==> config.mk <==
export PLATFORM = sky130hd
export DESIGN_NAME = hazard_ctrl
export DESIGN_NICKNAME = d
export VERILOG_FILES = /design/src/rtl/hazard_ctrl.sv
export SDC_FILE = /design/constraint.sdc
export NUM_CORES = 1
export LEC_CHECK = 0
export BUFFER_PORTS_ARGS = -buffer_cell sky130_fd_sc_hd__buf_2
export CAP_MARGIN = 20
export CELL_PAD_IN_SITES_DETAIL_PLACEMENT = 0
export CELL_PAD_IN_SITES_GLOBAL_PLACEMENT = 1
export CORE_MARGIN = 2
export CORE_UTILIZATION = 41
export CTS_CLUSTER_DIAMETER = 60
export CTS_CLUSTER_SIZE = 14
export DETAILED_ROUTE_END_ITERATION = 16
export PLACE_DENSITY = 0.89
export SLEW_MARGIN = 30
export SYNTH_ARGS = -nofsm -noshare
export SYNTH_HDL_FRONTEND = slang
export SYNTH_SLANG_ARGS = --single-unit
==> constraint.sdc <==
create_clock -name CLK -period 3 [get_ports CLK]
set_clock_uncertainty 0.2 [all_clocks]
set_input_delay 0.15 -clock CLK [delete_from_list [all_inputs] [get_ports CLK]]
set_output_delay 0.15 -clock CLK [all_outputs]
set_load 0.03 [all_outputs]
==> src/rtl/hazard_ctrl.sv <==
// -----------------------------------------------------------------------------
// hazard_ctrl
//   Pipeline sequencer for the 5-stage core. Each cycle it chooses the stall
//   code and per-stage flush strobes for pipeline_reg, and the PC write enable.
//   It resolves I/D cache waits, load-use hazards, taken-branch redirects and
//   halt drain. It also keeps saturating stall/flush performance counters and a
//   sticky D-memory timeout flag.
//
// Parameters
//   CNT_W    width of stall_cnt / flush_cnt (saturating)
//   TIMEOUT  DWAIT cycles without dhit before mem_timeout sets (>= 2)
//
// Ports
//   CLK, nRST            clock, asynchronous active-low reset
//   ihit                 icache returns an instruction this cycle
//   dhit                 dcache completes the EX/MEM access this cycle
//   exmem_dmemREN/WEN    EX/MEM holds a load / store
//   exmem_branch_taken   branch/jump resolved taken in MEM
//   idex_dmemREN         ID/EX instruction is a load
//   idex_rd              ID/EX destination register
//   ifid_rs, ifid_rt     IF/ID source registers
//   memwb_halt           HALT in MEM/WB
//   pipe_stall           stall code (3 bits, encoding below)
//   *_FLUSH              bubble strobes; memwb_FLUSH is always 0
//   pc_WEN               PC load enable
//   halt                 registered, core halted
//   mem_timeout          registered, sticky, D access exceeded TIMEOUT
//   stall_cnt, flush_cnt performance counters
//
// Stall code encoding (must match pipeline_reg):
//   0 NO_STALL, 1 FULL_STALL, 2 IFID_STALL, 3 IDEX_STALL, 4 EXMEM_STALL.
//   EXMEM_STALL is reserved and never produced here.
// -----------------------------------------------------------------------------
module hazard_ctrl #(
   parameter int CNT_W   = 32,
   parameter int TIMEOUT = 1024
) (
   input  logic             CLK,
   input  logic             nRST,
   input  logic             ihit,
   input  logic             dhit,
   input  logic             exmem_dmemREN,
   input  logic             exmem_dmemWEN,
   input  logic             exmem_branch_taken,
   input  logic             idex_dmemREN,
   input  logic [4:0]       idex_rd,
   input  logic [4:0]       ifid_rs,
   input  logic [4:0]       ifid_rt,
   input  logic             memwb_halt,
   output logic [2:0]       pipe_stall,
   output logic             ifid_FLUSH,
   output logic             idex_FLUSH,
   output logic             exmem_FLUSH,
   output logic             memwb_FLUSH,
   output logic             pc_WEN,
   output logic             halt,
   output logic             mem_timeout,
   output logic [CNT_W-1:0] stall_cnt,
   output logic [CNT_W-1:0] flush_cnt
);

   localparam logic [2:0] NO_STALL   = 3'd0;
   localparam logic [2:0] FULL_STALL = 3'd1;
   localparam logic [2:0] IFID_STALL = 3'd2;
   localparam logic [2:0] IDEX_STALL = 3'd3;

   localparam int WW = (TIMEOUT > 2) ? $clog2(TIMEOUT) : 1;
   localparam logic [WW-1:0] WAIT_LAST = WW'(TIMEOUT - 1);

   typedef enum logic [1:0] {RUN, DWAIT, HALTED} state_t;

   state_t        state, nxt;
   logic [WW-1:0] wait_cnt;
   logic          dreq, lu, redirect;

   assign dreq = exmem_dmemREN | exmem_dmemWEN;
   assign lu   = idex_dmemREN & (idex_rd != 5'd0) &
                 ((idex_rd == ifid_rs) | (idex_rd == ifid_rt));

   assign memwb_FLUSH = 1'b0;

   // Priority decode. Only the redirect row raises flushes, so every
   // FULL_STALL row leaves all flush strobes low.
   always_comb begin
      pipe_stall  = NO_STALL;
      ifid_FLUSH  = 1'b0;
      idex_FLUSH  = 1'b0;
      exmem_FLUSH = 1'b0;
      pc_WEN      = 1'b0;
      redirect    = 1'b0;
      nxt         = state;
      if (state == HALTED) begin
         pipe_stall = FULL_STALL;
      end else if (memwb_halt) begin
         pipe_stall = FULL_STALL;
         nxt        = HALTED;
      end else if (dreq && !dhit) begin
         pipe_stall = FULL_STALL;
         nxt        = DWAIT;
      end else begin
         // Leaving DWAIT (dhit or request dropped) re-evaluates the same rows
         // as RUN, so the pipe advances in the dhit cycle itself.
         nxt = RUN;
         if (exmem_branch_taken) begin
            // Redirect even on an imiss; squashes the load-use victim too.
            redirect    = 1'b1;
            ifid_FLUSH  = 1'b1;
            idex_FLUSH  = 1'b1;
            exmem_FLUSH = 1'b1;
            pc_WEN      = 1'b1;
            pipe_stall  = ihit ? NO_STALL : IFID_STALL;
         end else if (!ihit) begin
            pipe_stall = IFID_STALL;
         end else if (lu) begin
            pipe_stall = IDEX_STALL;
         end else begin
            pc_WEN = 1'b1;
         end
      end
   end

   always_ff @(posedge CLK or negedge nRST) begin
      if (!nRST) begin
         state       <= RUN;
         halt        <= 1'b0;
         mem_timeout <= 1'b0;
         wait_cnt    <= '0;
         stall_cnt   <= '0;
         flush_cnt   <= '0;
      end else begin
         state <= nxt;
         // HALTED is absorbing, so halt simply tracks the next state.
         halt  <= (nxt == HALTED);

         if (state != DWAIT && nxt == DWAIT)
            wait_cnt <= '0;
         else if (state == DWAIT && nxt == DWAIT && wait_cnt != WAIT_LAST)
            wait_cnt <= wait_cnt + WW'(1);

         // Flag only; the pipeline keeps waiting for dhit.
         if (state == DWAIT && nxt == DWAIT && wait_cnt == WAIT_LAST)
            mem_timeout <= 1'b1;

         if (state != HALTED && pipe_stall != NO_STALL && !(&stall_cnt))
            stall_cnt <= stall_cnt + CNT_W'(1);

         if (redirect && !(&flush_cnt))
            flush_cnt <= flush_cnt + CNT_W'(1);
      end
   end

endmodule
==> run summary, run 1 <==
Outcome - finished clean
Unrepaired setup endpoints after global routing - false
Largest net degree at the start of global routing - 79
Post-synth top area share - 50.4%
DRT Pass-1 Iters - 4
Initial antenna violation count - 0
Crit path largest cell delay - 0.42 ns
Synthesis-to-finish area growth - 21.5%
Final hold vios - 0
WL/cell - 14.2 µm
Drc violations - 0
Post-CTS Resized - 0
Fillers - 883
# setup viols final - 0
Critical path class - flip-flop to flip-flop
Final min period - 2.61 ns
Critical-path cell list - ha_1 > and3_1 > nand3_2 > nor4_2 > nand4_1 > nand3_2 > buf_12 > mux2_1
Die Width - 101 µm
CP max stage cell - dfrtp_1
Crit share post-route - 86.9%
Area contributors post-synth - dfrtp_1 50%, xor2_1 10%, xnor2_1 7.7%, nand3_1 4.1%, nand2_1 3.5%
Full die area - 10200 µm²
Sink Count - 78
Mapped Area - 3870 µm²
Yosys warns - 0
Post-Place Setup Slack - 0.423 ns
Routed vias/inst - 5.12
Max Transition Viols Final - 0
Initial Utilization - 42.1%
First-pass GRT wire length - 13800 µm
Core area - 9200 µm²
Static leakage - 2.41 nW
Max-slew headroom - 53.7%
Main synth FF type - dfrtp_1
Yosys top cell by area - dfrtp_1
Std cell rows - 35
CTS Buf Count - 9
Critical Path Start Type - flip-flop
Syn avg cell area - 10.5 µm²
Iter 0 DRT Violations - 149
Post-route ant nets - 0
Final worst-path setup slack - 0.393 ns
Area after DPL - 4450 µm²
Post-Route WL - 8350 µm
Fmax - 384 MHz
Clock latency on the worst-skew pair - 0.34 ns
Max FO, Critical Path - 24
Layout Nets - 499
CTS tree - done
Setup TNS - 0 ns
Seq/Total Area, Yosys - 50.4%
Max cap viols - 0
Port Buffers - 95
Final global-route overflow total - 0
Power per cell area - 445 nW/µm²
Final Util - 51.1%
Async set-or-reset flop fraction in the synthesized netlist - 100%
All-Layer GR Usage - 17.3%
Top delay family on crit path - simple AND/OR/NAND/NOR gates
Post-route cell area - 4700 µm²
Critical Path RT - 3.02 ns
Seq cells post-synth - 78
Layout cells sized above 1 - 28.6%
Post-DP HPWL - 6270 µm
H-tree depth - 3
Gpl congestion - 0.812
Max clock buf depth - 2
Root Buffer - clkbuf_8
Hold path depth - 5
Cell count along the critical path - 8
Worst slew pin tran - 0.694 ns
Cell mode on critical path - nand3_2
Hold Crit Class - primary input to flip-flop
Diodes inserted - 0
Vias in the first global route - 2899
Clock slew at reported path FFs - 0.08 ns
Syn Inst Count - 367
I/O Pins - 98
Synth cell types - 48
Worst reg2reg path depth - 8
DIE HEIGHT - 101 µm
EDFF count, synth - 0
Worst setup EP type - flip-flop
Vias post-DR - 3004
Worst path arrival time - 2.63 ns
Buffers and inverters on the worst path - 1
Worst vdd ir - 0.154 mV
-- sequential cells by signal (all words and copies together) (netlist names) --
register / count
wait_cnt: 10
flush_cnt: 32
mem_timeout: 1
stall_cnt: 32
state: 2
halt: 1
-- synthesized netlist by cell type (2+ instances only) --
master and number:
nand2_1 36, a21oi_1 2, o21ai_0 3, nand3_2 3, xnor2_1 34, nor4_1 6
nand4_1 12, nand3_1 32, and3_2 3, nor3_1 15, nor4_2 2, buf_4 4
nor2b_1 3, inv_1 6, and2_1 2, and4_1 5, dfrtp_1 78, ha_1 3
and3_1 10, or2_2 4, xor2_1 45, nor2_1 31, buf_6 3
-- power breakdown --
| part | internal [mW] | leakage, nW | switching (mW) |
|---|---|---|---|
| sequential | 1.07 | 1.06 | 0.0276 |
| clock | 0.447 | 0.104 | 0.375 |
| combinational | 0.0581 | 1.24 | 0.112 |
| total | 1.58 | 2.41 | 0.514 |
-- per-layer routing --
metal | routed length (µm) | vias to the layer above | GRT usage, %
li1 | - | 1460 | -
met1 | 3810 | 1464 | 23.9
met2 | 4140 | 76 | 26.8
met3 | 332 | 4 | 3.86
met4 | 64 | 0 | 6.24
met5 | 0 | - | 0
-- placed cells by master (no fill, tap or decap), types with 2 or more instances in the layout --
cell type / Yosys / layout
nor2_1: 31 / 31
dlygate4sd3_1: 0 / 4
and3_1: 10 / 10
nor2b_1: 3 / 3
and4_1: 5 / 5
a21oi_1: 2 / 2
clkbuf_8: 0 / 12
xnor2_1: 34 / 34
nor4_1: 6 / 6
xor2_1: 45 / 45
nand3_2: 3 / 3
inv_1: 6 / 6
nor4_2: 2 / 2
o21ai_0: 3 / 3
nand4_1: 12 / 12
ha_1: 3 / 3
nand2_1: 36 / 36
and2_1: 2 / 2
or2_2: 4 / 4
nor3_1: 15 / 15
and3_2: 3 / 3
dfrtp_1: 78 / 78
nand3_1: 32 / 32
conb_1: 1 / 2
buf_2: 1 / 94
-- worst register-to-register path, stage by stage, from the launching register on --
cell     delay, ns
dfrtp_1       0.42
ha_1          0.24
and3_1        0.24
nand3_2       0.21
nor4_2        0.28
nand4_1       0.21
nand3_2       0.18
buf_12        0.18
mux2_1        0.34
-- through the flow --
step	cells	total power, mW	hold WS (ns)
6_report	587	2.09	0.0923
5_1_grt	587	2.18	0.0997
4_1_cts	587	2.12	0.0802
3_5_place_dp	568	1.29	0.172
3_3_place_gp	568	1.28	0.158
2_1_floorplan	368	1.21	-0.346
-- area by class of cell --
type / count / area [µm²] / share of cell area (%)
clock buffers: 12 / 165 / 3.51
clock inverters: 3 / 42.5 / 0.905
inverters: 6 / 22.5 / 0.479
multi-input cells: 276 / 1830 / 39.0
flip-flops and latches: 78 / 1950 / 41.5
well taps: 111 / 139 / 2.95
repair buffers: 101 / 549 / 11.7
-- cells by family after synthesis --
group	share of synthesized area, %
other	0.0969
buffers and inverters	2.36
multiplexers	0.582
AND/OR/NAND/NOR	24.2
adder cells (fa/ha/maj)	0.970
flip-flops	50.4
XOR/XNOR	17.9
AO/OA/AOI/OAI	3.52
-- worst paths after layout --
| kind | slack (ns) | start | end |
|---|---|---|---|
| min reg2reg | 0.27 | mem_timeout | mem_timeout |
| min in group asynchronous | 0.18 | nRST | flush_cnt[10] |
| max | 0.39 | stall_cnt[0] | stall_cnt[1] |
| max reg2reg | 0.39 | stall_cnt[0] | stall_cnt[1] |
| max in group asynchronous | 1.92 | nRST | stall_cnt[2] |
| min | 0.09 | exmem_branch_taken | flush_cnt[7] |
-- timing repair --
action,CTS,global route
buffers inserted,0,0
hold buffers,4,0
hold endpoints to repair,81,0
No activity file was read; power rests on OpenSTA's default activity.
==> run 2, diff against run 1 <==
--- a/config.mk
+++ b/config.mk
@@ -5,16 +5,18 @@
 export SDC_FILE = /design/constraint.sdc
 export NUM_CORES = 1
 export LEC_CHECK = 0
+export ABC_AREA = 1
 export BUFFER_PORTS_ARGS = -buffer_cell sky130_fd_sc_hd__buf_2
 export CAP_MARGIN = 20
 export CELL_PAD_IN_SITES_DETAIL_PLACEMENT = 0
 export CELL_PAD_IN_SITES_GLOBAL_PLACEMENT = 1
 export CORE_MARGIN = 2
-export CORE_UTILIZATION = 41
+export CORE_UTILIZATION = 40
 export CTS_CLUSTER_DIAMETER = 60
 export CTS_CLUSTER_SIZE = 14
 export DETAILED_ROUTE_END_ITERATION = 16
-export PLACE_DENSITY = 0.89
+export MAX_ROUTING_LAYER = met4
+export PLACE_DENSITY = 0.9
 export SLEW_MARGIN = 30
 export SYNTH_ARGS = -nofsm -noshare
 export SYNTH_HDL_FRONTEND = slang
==> run 2 against run 1 <==
  * Worst hold slack better by 0.080 ns
  * Combinational power decreased by 58%
  * Sequential cell count stayed put
  * Sequential share of layout area down 9.7 points
  * Utilization fell by 2.8 points
  * Die area rose by 36%
  * Sequential power down 5%
  * Synthesized cell count grew 100%
  * Critical path type is now primary input to flip-flop
  * Critical endpoint is now wait_cnt[5]
==> run summary, run 2 <==
Iter 0 DRT Violations - 296
Critical Path Start Type - primary input
Max FO, Critical Path - 9
Core area - 12700 µm²
Root Buffer - clkbuf_16
Post-DP HPWL - 10200 µm
H-tree depth - 3
Post-CTS Setup Bufs - 0
DRT Pass-1 Iters - 5
Routed vias/inst - 4.87
Worst setup EP type - flip-flop
Post-CTS Resized - 0
Main synth FF type - dfrtp_1
# setup viols final - 0
Final hold vios - 0
Critical Path RT - 3.07 ns
Area after DPL - 5790 µm²
I/O Pins - 98
Final global-route overflow total - 0
Unrepaired setup endpoints after global routing - false
Async set-or-reset flop fraction in the synthesized netlist - 100%
Layout Nets - 870
Gpl congestion - 0.925
Commonest non-fill, non-tap cells in the layout - 288 x nand2_1, 94 x buf_2, 88 x nor2_1
Yosys warns - 0
Post-synth top area share - 37.5%
Power per cell area - 365 nW/µm²
Post-route cell area - 6130 µm²
Seq/Total Area, Yosys - 37.5%
Port Buffers - 95
First-pass GRT wire length - 22800 µm
Syn avg cell area - 6.94 µm²
Worst reg2reg path depth - 10
Std cell rows - 41
Max-slew headroom - 51.1%
Seq cells post-synth - 78
Largest net degree at the start of global routing - 79
Full die area - 13900 µm²
Setup TNS - 0 ns
Final Util - 48.4%
Crit path to - wait_cnt[5]
Critical-path cell list - dlygate4sd3_1 > buf_2 > o21bai_2 > dlygate4sd3_1 > nor2_4 > nand3_2 > inv_2 > nand2_1 > nor2_1 > nand2_1 > a21oi_1
Drc violations - 0
Static leakage - 3.08 nW
CTS Buf Count - 9
Die Width - 118 µm
Post-Route WL - 13700 µm
CP max stage cell - dlygate4sd3_1
Vias post-DR - 4962
Max clock buf depth - 2
Synth top cells by count - 288 x nand2_1, 88 x nor2_1, 78 x dfrtp_1, 60 x inv_1, 44 x nand4_1
Worst path arrival time - 2.51 ns
Mapped Area - 5200 µm²
Clock slew at reported path FFs - 0.06 ns
Initial Utilization - 41.0%
Outcome - finished clean
Max Transition Viols Final - 0
WL/cell - 13.5 µm
Worst slew pin tran - 0.734 ns
RR Endpoint - flush_cnt[17]
Syn Inst Count - 749
Final min period - 2.44 ns
Fmax - 410 MHz
Hold Crit Class - primary input to async pin
Vias in the first global route - 4613
Critical Path Start - dhit
Synthesis-to-finish area growth - 17.8%
Area contributors post-synth - dfrtp_1 38%, nand2_1 21%, nor2_1 6.4%, xor2_1 5.9%, nand4_1 5.3%
DIE HEIGHT - 118 µm
Crit path largest cell delay - 0.62 ns
Critical path class - primary input to flip-flop
Reg2reg start - flush_cnt[1]
Post-route ant nets - 0
Yosys top cell by area - dfrtp_1
EDFF count, synth - 0
All-Layer GR Usage - 20.9%
CTS tree - done
Diodes inserted - 0
Layout cells sized above 1 - 16.2%
Synth cell types - 32
Worst vdd ir - 0.312 mV
Count leader, synth - nand2_1
Commonest non-fill, non-tap cell in the layout - nand2_1
Worst R2R Setup Slack - 0.59 ns
Clock latency on the worst-skew pair - 0.35 ns
Crit share post-route - 81.3%
Initial antenna violation count - 0
Biggest regs - flush_cnt x32, stall_cnt x32, wait_cnt x10
Max cap viols - 0
Fillers - 1349
Sink Count - 78
==> run 2: changes by cell type after synthesis, moves of 8 or more <==
cell	change
o21ai_0	+10
inv_1	+54
nand4_1	+32
xor2_1	-10
nor2_1	+57
and3_1	-10
xnor2_1	-15
buf_2	+8
nor3_1	+13
o21ai_1	+8
nand2_1	+252
==> run 2: layout make-up <==
cell class / instances / area, µm² / area share (%)
clock buffer: 12 / 256 / 4.18
clock inverter: 3 / 43.8 / 0.714
inverter: 63 / 236 / 3.86
multi-input combinational: 587 / 2870 / 46.8
sequential: 78 / 1950 / 31.8
tap: 172 / 215 / 3.51
timing repair buffer: 104 / 559 / 9.12
==> run 2: cells by family after synthesis <==
kind of cell	share of synthesized area, %
AO/OA/AOI/OAI	2.86
XOR/XNOR	9.09
adder cells (fa/ha/maj)	0.722
buffers and inverters	7.43
flip-flops	37.5
other	0.0721
AND/OR/NAND/NOR	42.3
==> run 2: power by group <==
part | leakage, nW | internal, mW | switching [mW] | total (mW)
Combinational | 1.92 | 0.0251 | 0.0466 | 0.0718
Sequential | 1.02 | 1.05 | 0 | 1.05
Clock | 0.149 | 0.685 | 0.430 | 1.11
Total | 3.08 | 1.76 | 0.476 | 2.24
==> run 2: through the flow <==
stage          setup WS, ns  power (mW)  cells  hold WS, ns
2_1_floorplan         0.919        1.10    750       -0.346
3_3_place_gp          0.584        1.14   1000        0.179
3_5_place_dp          0.588        1.14   1000       0.0401
4_1_cts               0.573        2.27   1019        0.236
5_1_grt               0.362        2.32   1019        0.284
6_report              0.562        2.24   1019        0.172
==> run 2: worst min-delay path by stage <==
stage | from | to
floorplan | nRST | flush_cnt[0]
global placement | nRST | stall_cnt[31]
detailed placement | nRST | stall_cnt[31]
CTS | nRST | stall_cnt[15]
global route | nRST | stall_cnt[15]
finish | nRST | stall_cnt[31]
==> run 2: worst max-delay path, delay by kind of cell <==
kind                   cells  cell delay (ns)
AND/OR/NAND/NOR            5             0.58
buffers and inverters      4             1.43
AO/OA/AOI/OAI              2             0.33
==> run 2: routing by layer <==
metal / track usage [%] / vias to the layer above / share of wire, %
met4: 8.06 / 0 / 1.9
met2: 31.8 / 117 / 44
met5: - / - / 0
met3: 2.96 / 19 / 4.0
li1: - / 2566 / -
met1: 28.4 / 2260 / 50
==> run 2: timing repair <==
item | in CTS | in global routing
endpoints found under the setup margin | 0 | 0
hold endpoints to repair | 81 | 0
hold buffers | 4 | 0
==> run 3, diff against run 2 <==
--- a/config.mk
+++ b/config.mk
@@ -5,18 +5,18 @@
 export SDC_FILE = /design/constraint.sdc
 export NUM_CORES = 1
 export LEC_CHECK = 0
-export ABC_AREA = 1
+export ABC_AREA = 0
 export BUFFER_PORTS_ARGS = -buffer_cell sky130_fd_sc_hd__buf_2
 export CAP_MARGIN = 20
 export CELL_PAD_IN_SITES_DETAIL_PLACEMENT = 0
 export CELL_PAD_IN_SITES_GLOBAL_PLACEMENT = 1
 export CORE_MARGIN = 2
-export CORE_UTILIZATION = 40
+export CORE_UTILIZATION = 41
 export CTS_CLUSTER_DIAMETER = 60
 export CTS_CLUSTER_SIZE = 14
 export DETAILED_ROUTE_END_ITERATION = 16
 export MAX_ROUTING_LAYER = met4
-export PLACE_DENSITY = 0.9
+export PLACE_DENSITY = 0.89
 export SLEW_MARGIN = 30
 export SYNTH_ARGS = -nofsm -noshare
 export SYNTH_HDL_FRONTEND = slang
==> constraint.sdc (replaced) <==
create_clock -name CLK -period 2.5 [get_ports CLK]
set_clock_uncertainty 0.2 [all_clocks]
set_input_delay 0.125 -clock CLK [delete_from_list [all_inputs] [get_ports CLK]]
set_output_delay 0.125 -clock CLK [all_outputs]
set_load 0.03 [all_outputs]
==> run 3 against run 2 <==
  * Combinational power rose to 3.0 times the previous value
  * Sequential power up 26%
  * Clock power hardly changed
  * Via count decreased by 39%
  * Register-to-register slack got worse by 0.43 ns
  * Largest cell class is now registers
  * Largest power group is now sequential cells
  * Utilization rose by 4.7 points
  * Die area decreased by 27%
  * First-iteration DRC count is 56% lower
  * Sequential share of layout area increased by 8.2 points
  * Setup slack worse by 0.40 ns
  * Highest routed layer unchanged
  * Power is 18% higher
==> run summary, run 3 (synthesis gave the netlist of run 1 again) <==
Outcome - finished clean
Power per cell area - 541 nW/µm²
Worst setup EP type - flip-flop
I/O Pins - 98
Clock slew at reported path FFs - 0.09 ns
Max cap viols - 0
Max Transition Viols Final - 0
Post-CTS Setup Bufs - 0
Crit share post-route - 93.7%
Largest net degree at the start of global routing - 70
Initial Utilization - 42.1%
Std cell rows - 35
All-Layer GR Usage - 18.5%
Layout Nets - 517
Worst path arrival time - 2.35 ns
Biggest regs - flush_cnt x32, stall_cnt x32, wait_cnt x10
RR Endpoint - stall_cnt[11]
Final min period - 2.34 ns
DRT met1 WL - 4230 µm
Synthesis-to-finish area growth - 26.1%
Root Buffer - clkbuf_8
Commonest non-fill, non-tap cells in the layout - 94 x buf_2, 76 x dfrtp_1, 45 x xor2_1
Gpl congestion - 0.811
Full die area - 10200 µm²
Destination of the worst hold path - stall_cnt[0]
Vias in the first global route - 2987
Hold Worst Slack - 0.0802 ns
DRT Pass-1 Iters - 4
Hold path depth - 4
DR WL met2 - 4170 µm
Routed vias/inst - 5.03
Met3 Wirelength - 332 µm
Max-slew headroom - 57.4%
Worst hold start - ihit
Post-Route WL - 8790 µm
Commonest non-fill, non-tap cell in the layout - buf_2
Unrepaired setup endpoints after global routing - false
Static leakage - 2.52 nW
Max clock buf depth - 2
Critical Path Start Type - flip-flop
Final Util - 53.1%
Setup TNS - 0 ns
DIE HEIGHT - 101 µm
First-pass GRT wire length - 14400 µm
# setup viols final - 0
CTS tree - done
Top sig layer - met4
Critical Path RT - 2.51 ns
Post-route cell area - 4880 µm²
Die Width - 101 µm
Initial antenna violation count - 0
Clock latency on the worst-skew pair - 0.34 ns
Layout cells sized above 1 - 31.7%
Worst vdd ir - 0.320 mV
Post-route ant nets - 0
Diodes inserted - 0
Critical path class - flip-flop to flip-flop
Iter 0 DRT Violations - 130
Sink Count - 78
Worst R2R Setup Slack - 0.16 ns
Worst slew pin tran - 0.640 ns
WL/cell - 14.5 µm
Final hold vios - 0
H-tree depth - 3
Max FO, Critical Path - 15
Worst reg2reg path depth - 8
Final global-route overflow total - 0
Reg2reg start - stall_cnt[10]
Port Buffers - 95
Core area - 9200 µm²
Area after DPL - 4570 µm²
CTS Buf Count - 9
Fillers - 845
Post-DP HPWL - 6540 µm
Fmax - 427 MHz
Drc violations - 0
Hold Crit Class - primary input to flip-flop
Vias post-DR - 3050
## run 3: changes by cell type in the layout (fill, tap and decap cells not counted), sizes merged, moves of 6 or more
cell,before,now
nand2,292,36
xor2,35,45
nand3,29,35
buf,100,114
and4,0,6
xnor2,19,34
nand4,45,12
and3,0,13
nor2,94,32
nor4,1,8
o21ai,21,3
nor3,32,15
inv,63,6
nand3b,6,0
## run 3: stage by stage
step           instances  power, mW  setup slack, ns
3_3_place_gp         585       1.55            0.197
3_5_place_dp         585       1.55            0.151
2_1_floorplan        368       1.45           0.0268
5_1_grt              606       2.75         0.000516
6_report             606       2.64            0.158
4_1_cts              606       2.67            0.117
## run 3: area by class of cell
cell class              count  area (µm²)  share of cell area [%]
well taps                 111         139                    2.84
inverters                   6        22.5                   0.461
repair buffers            119         674                    13.8
clock inverters             4        95.1                    1.95
clock buffers              12         135                    2.77
multi-input cells         276        1860                    38.1
flip-flops and latches     78        1950                    40.0
## run 3: worst max path at each step
stage / startpoint / end
3_3_place_gp: flush_cnt[8] / flush_cnt[30]
4_1_cts: stall_cnt[0] / stall_cnt[23]
3_5_place_dp: stall_cnt[0] / stall_cnt[23]
5_1_grt: stall_cnt[0] / stall_cnt[6]
6_report: stall_cnt[10] / stall_cnt[11]
2_1_floorplan: stall_cnt[10] / stall_cnt[1]
## run 3: power breakdown
part	internal (mW)	switching, mW	leakage [nW]	total (mW)
registers	1.29	0.0294	1.06	1.32
logic	0.0748	0.139	1.34	0.214
clock network	0.664	0.445	0.115	1.11
total	2.03	0.614	2.52	2.64
## run 3: what timing repair did
item	4_1_cts	5_1_grt
endpoints found under the setup margin	0	18
hold endpoints to repair	71	0
hold buffers	5	0
gates resized for setup	0	5
## run 3: critical path: stages, from the launching register on
cell	delay, ns
dfrtp_1	0.42
and4_1	0.23
nand2_1	0.18
nor4_4	0.35
nand4_1	0.19
nand3_2	0.17
buf_4	0.24
nor3_1	0.09
xor2_1	0.15
## run 3: per-layer routing
metal / up-vias / global-route usage [%]
met5: - / -
met1: 1470 / 25.7
met3: 5 / 3.17
li1: 1507 / -
met4: 0 / 4.99
met2: 68 / 28.2
